File: src/rtl/dqs_rcv_check_pkg.sv
// Shared definitions for the DQS receive checker: FSM states, result codes
// and the DQS word patterns recognised on the parallel sample bus.
package dqs_rcv_check_pkg;

  typedef enum logic [1:0] {
    IDLE      = 2'd0,
    WAIT_PRE  = 2'd1,
    WAIT_EDGE = 2'd2,
    BURST     = 2'd3
  } state_t;

  localparam logic [1:0] ERR_OK       = 2'd0;
  localparam logic [1:0] ERR_TIMEOUT  = 2'd1;
  localparam logic [1:0] ERR_BAD_EDGE = 2'd2;
  localparam logic [1:0] ERR_LENGTH   = 2'd3;

  localparam logic [3:0] PRE_WORD    = 4'b0000;
  localparam logic [3:0] TOGGLE_WORD = 4'b1010;
  localparam logic [3:0] EDGE3_WORD  = 4'b1000;

endpackage

File: src/rtl/dqs_rcv_check.sv
// Measures read-return latency and burst length on the deserialised DQS
// samples: waits for preamble, locates the first edge, counts toggling words.
module dqs_rcv_check
  import dqs_rcv_check_pkg::*;
#(
  parameter int LAT_WIDTH = 8,
  parameter int CNT_WIDTH = 6
) (
  input  logic                 clk,
  input  logic                 rst,
  input  logic                 start,
  input  logic [LAT_WIDTH-1:0] max_wait,
  input  logic [CNT_WIDTH-1:0] burst_words,
  input  logic [3:0]           dqs_samples,
  output logic                 busy,
  output logic                 done,
  output logic [1:0]           err_code,
  output logic [LAT_WIDTH-1:0] latency,
  output logic [1:0]           phase,
  output logic [CNT_WIDTH-1:0] word_cnt
);

  function automatic logic [LAT_WIDTH-1:0] sat_inc_lat(input logic [LAT_WIDTH-1:0] v);
    return (v == {LAT_WIDTH{1'b1}}) ? v : v + 1'b1;
  endfunction

  function automatic logic [CNT_WIDTH-1:0] sat_inc_cnt(input logic [CNT_WIDTH-1:0] v);
    return (v == {CNT_WIDTH{1'b1}}) ? v : v + 1'b1;
  endfunction

  state_t               state, state_nx;
  logic [LAT_WIDTH-1:0] lat_cnt;
  logic                 accept;
  logic                 cnt_run;
  logic                 edge_hit;
  logic [1:0]           edge_phase;
  logic                 word_inc;
  logic                 finish;
  logic [1:0]           fin_code;

  always_ff @(posedge clk) begin
    if (rst) state <= IDLE;
    else     state <= state_nx;
  end

  always_comb begin
    state_nx   = state;
    accept     = 1'b0;
    cnt_run    = 1'b0;
    edge_hit   = 1'b0;
    edge_phase = 2'd0;
    word_inc   = 1'b0;
    finish     = 1'b0;
    fin_code   = ERR_OK;
    unique case (state)
      IDLE: begin
        if (start) begin
          accept   = 1'b1;
          state_nx = WAIT_PRE;
        end
      end
      WAIT_PRE: begin
        cnt_run = 1'b1;
        // Non-zero words before preamble are the bus floating, not an error.
        if (lat_cnt == max_wait) begin
          finish   = 1'b1;
          fin_code = ERR_TIMEOUT;
        end else if (dqs_samples == PRE_WORD) begin
          state_nx = WAIT_EDGE;
        end
      end
      WAIT_EDGE: begin
        cnt_run = 1'b1;
        // An edge arriving on the timeout cycle still counts as a hit.
        if (dqs_samples == TOGGLE_WORD) begin
          edge_hit   = 1'b1;
          edge_phase = 2'd1;
          state_nx   = BURST;
        end else if (dqs_samples == EDGE3_WORD) begin
          edge_hit   = 1'b1;
          edge_phase = 2'd3;
          state_nx   = BURST;
        end else if (lat_cnt == max_wait) begin
          finish   = 1'b1;
          fin_code = ERR_TIMEOUT;
        end else if (dqs_samples != PRE_WORD) begin
          finish   = 1'b1;
          fin_code = ERR_BAD_EDGE;
        end
      end
      BURST: begin
        if (dqs_samples == TOGGLE_WORD) begin
          word_inc = 1'b1;
        end else begin
          finish   = 1'b1;
          fin_code = (word_cnt == burst_words) ? ERR_OK : ERR_LENGTH;
        end
      end
      default: state_nx = IDLE;
    endcase
    if (finish) state_nx = IDLE;
  end

  assign busy = (state != IDLE);

  always_ff @(posedge clk) begin
    if (rst) begin
      lat_cnt  <= '0;
      done     <= 1'b0;
      err_code <= ERR_OK;
      latency  <= '0;
      phase    <= 2'd0;
      word_cnt <= '0;
    end else begin
      done <= finish;
      if (accept) begin
        lat_cnt  <= '0;
        err_code <= ERR_OK;
        latency  <= '0;
        phase    <= 2'd0;
        word_cnt <= '0;
      end else begin
        if (cnt_run) lat_cnt <= sat_inc_lat(lat_cnt);
        if (edge_hit) begin
          latency  <= lat_cnt;
          phase    <= edge_phase;
          word_cnt <= CNT_WIDTH'(1);
        end
        if (word_inc) word_cnt <= sat_inc_cnt(word_cnt);
        if (finish)   err_code <= fin_code;
      end
    end
  end

endmodule
File: config.mk
export PLATFORM = sky130hd
export DESIGN_NAME = dqs_rcv_check
export DESIGN_NICKNAME = d
export VERILOG_FILES = /design/src/rtl/dqs_rcv_check_pkg.sv /design/src/rtl/dqs_rcv_check.sv
export SDC_FILE = /design/constraint.sdc
export NUM_CORES = 1
export LEC_CHECK = 0
export BUFFER_PORTS_ARGS = -buffer_cell sky130_fd_sc_hd__clkbuf_2
export CORE_ASPECT_RATIO = 1.75
export CORE_UTILIZATION = 40
export CTS_CLUSTER_SIZE = 10
export DETAILED_ROUTE_END_ITERATION = 8
export PLACE_DENSITY_LB_ADDON = 0.15
export SKIP_CTS_REPAIR_TIMING = 1
export SLEW_MARGIN = 20
export SYNTH_ARGS = -nofsm -noshare
export SYNTH_HDL_FRONTEND = slang
export SYNTH_SLANG_ARGS = --single-unit
File: constraint.sdc
create_clock -name clk -period 2 [get_ports clk]
set_input_delay 0.6 -clock clk [delete_from_list [all_inputs] [get_ports clk]]
set_output_delay 0.6 -clock clk [all_outputs]
set_load 0.02 [all_outputs]
==> impl_metrics.json <==
{
  "n_antenna_cell": 0,
  "cp.arrival_ps": 1290,
  "synthArstFlopShare_pct": 0,
  "first_iter_violations": 34,
  "grt-ovfl-total": 0,
  "cts_max_path_buffers": 2,
  "synth.distinct_cells": 44,
  "portBuffers": 40,
  "drt-vias-per-instance": 5.27,
  "die_x_um": 49.2,
  "worstReg2RegStart": "state[0]",
  "ys.flop_type": "dfxtp_1",
  "critPathCaptureType": "output pin",
  "critPathKind": "flop to output pin",
  "fp.dieArea_sq_um": 4150,
  "min_period_over_period_pct": 94.6,
  "layout_common_cells": "40 x clkbuf_2, 29 x dfxtp_1, 22 x nand2_1, 22 x nor2_1, 21 x xor2_1",
  "synth_compound_area_share_pct": 16.1,
  "finalClockSkew_ps": 7.72,
  "first_global_vias": 1445,
  "final_nets": 251,
  "r2r_cells": 7,
  "fin_crit_ps": 1890,
  "grt_max_degree": 15,
  "setup_tns_ps": 0,
  "numClockSinks": 29,
  "ant_nets": 0,
  "cts_root_buf": "clkbuf_8",
  "clock_latency_ps": 280,
  "max-cap-violations": 0,
  "yosysSeqAreaShare_pct": 37.3,
  "hpwl_um": 2780,
  "syn_nets": 201,
  "synth.area.mux_share_pct": 1.29,
  "synth_top_family_by_area": "simple AND/OR/NAND/NOR gates",
  "dp_cells": 263,
  "min_path_type": "flop to flop",
  "clkTransAtPathRegs_ps": 60,
  "leakagePower_nw": 0.846,
  "synthAdderAreaFrac_pct": 4.82,
  "slew_violations": 0,
  "status": "finished clean",
  "synthXorXnorAreaFrac_pct": 13.5,
  "instances_no_fill": 271,
  "worstPathMaxFanout": 4,
  "whs_ps": 462,
  "fin_ws_ps": 108,
  "drc_errors": 0,
  "fmax_ghz": 0.529,
  "rows": 29,
  "gp_congestion": 0.860,
  "area_growth_pct": 25.6,
  "startpoint_type": "flop",
  "setup_viol": 0,
  "slew_headroom_pct": 74.2,
  "grt_pass1_wl_um": 6090,
  "avgRoutedWirePerCell_um": 13.2,
  "wl_met3_um": 171,
  "ys_warn_count": 0,
  "final_layout_size_suffix_gt1_share_pct": 29.3,
  "die-height_um": 84.5,
  "avgSynthCellArea_sq_um": 8.95,
  "cp-endpoint": "busy",
  "yosys.area_share.simple_pct": 24.2,
  "ios": 41,
  "antenna_found_initial": 0,
  "required_ps": 1400,
  "tightestPinTransition_ps": 387,
  "cts_buffers": 5,
  "synthCells": 174,
  "rrSetupSlack_ps": 150,
  "dpl_worst_slack_ps": -13.6,
  "top_layer_used": "met4",
  "drt_first_pass_iters": 4,
  "initial_core_util_pct": 42.5,
  "netlist_area_sq_um": 1560,
  "finalHoldViolCount": 0,
  "wl_met2_um": 1900,
  "synth_edf_count": 0,
  "final_common_cell": "clkbuf_2",
  "p_per_area_nw_per_um2": 853,
  "r2r-end": "err_code[0]",
  "ctsHtreeMaxLevel": 2,
  "vias": 1428,
  "grt_usage_pct": 19.2,
  "rsz0062_at_grt": "false",
  "ir_drop_mv": 0.725,
  "ys_ff_latch": 29,
  "drt_wl_total_um": 3590,
  "core_sq_um": 3660,
  "cts_tree": "built",
  "startpoint": "state[0]",
  "met1_length_um": 1340
}
[sequential cells by signal (all words and copies together) (netlist names)]
name      count
lat_cnt       8
latency       8
word_cnt      6
err_code      2
phase         2
state         2
done          1
[where the power goes]
part | internal, W | total (W) | leakage, nW | switching [W]
registers | 0.000613 | 0.000651 | 0.234 | 0.0000383
clock network | 0.000240 | 0.000458 | 0.0450 | 0.000217
logic | 0.000241 | 0.000559 | 0.567 | 0.000318
[cells by family (layout without fill, tap and decap cells)]
| logic type | count (synthesis) | after routing |
|---|---|---|
| xor+xnor | 24 | 24 |
| buf+inv | 11 | 62 |
| mux | 2 | 2 |
| compound gates | 32 | 32 |
| simple gates | 70 | 70 |
| flops | 29 | 29 |
| fa+ha+maj | 6 | 6 |
[metrics by stage]
step	util (%)	area, sq um	power, W
final	53.4	1960	0.00167
after global routing	53.4	1960	0.00178
after CTS	53.4	1960	0.00169
after detailed placement	51.1	1870	0.00122
after global placement	51.1	1870	0.00120
after floorplan	-	1560	0.00108
[cell type report]
type	instances	area (sq um)
clock buffer	6	72.6
multi-input combinational	134	932
timing repair buffer	50	288
sequential	29	581
fill	370	1710
tap	46	57.6
clock inverter	2	10.0
inverter	4	15.0
[synthesized netlist by cell type, types with 2 or more instances]
cell type	number	share of area, %
a211oi_1	3	1.4
a21boi_0	2	0.96
a21o_1	2	0.96
a21oi_1	10	3.2
a311oi_1	2	1.1
and3_1	3	1.2
and4_1	2	1.1
buf_2	2	0.64
clkbuf_1	5	1.2
dfxtp_1	29	37
ha_1	6	4.8
inv_1	4	0.96
mux2i_1	2	1.3
nand2_1	22	5.3
nand3_1	2	0.64
nand4_1	4	1.6
nor2_1	22	5.3
nor3b_1	3	1.4
nor4_4	2	2.7
xnor2_1	3	1.7
xor2_1	21	12
[worst min path at each step]
stage | endpoint | start | slack (ps) | cells after the start
after floorplan | latency[1] | lat_cnt[1] | 480 | 2
after global placement | latency[1] | latency[1] | 450 | 2
after CTS | latency[2] | latency[2] | 470 | 2
after global routing | latency[7] | latency[7] | 480 | 2
after detailed placement | latency[7] | latency[7] | 460 | 2
final | latency[2] | latency[2] | 460 | 2
[critical path, cell delays in order (launching register included)]
cell      delay [ps]
dfxtp_1          370
inv_1             90
ha_1             250
inv_1            120
clkbuf_2         180
[layer usage]
metal	GRT usage, %	vias up
met3	4.53	19
met4	14.4	0
met5	0	-
met2	34.4	49
li1	-	706
met1	18.3	654
Note: power is estimated with default switching activity, not from simulation.
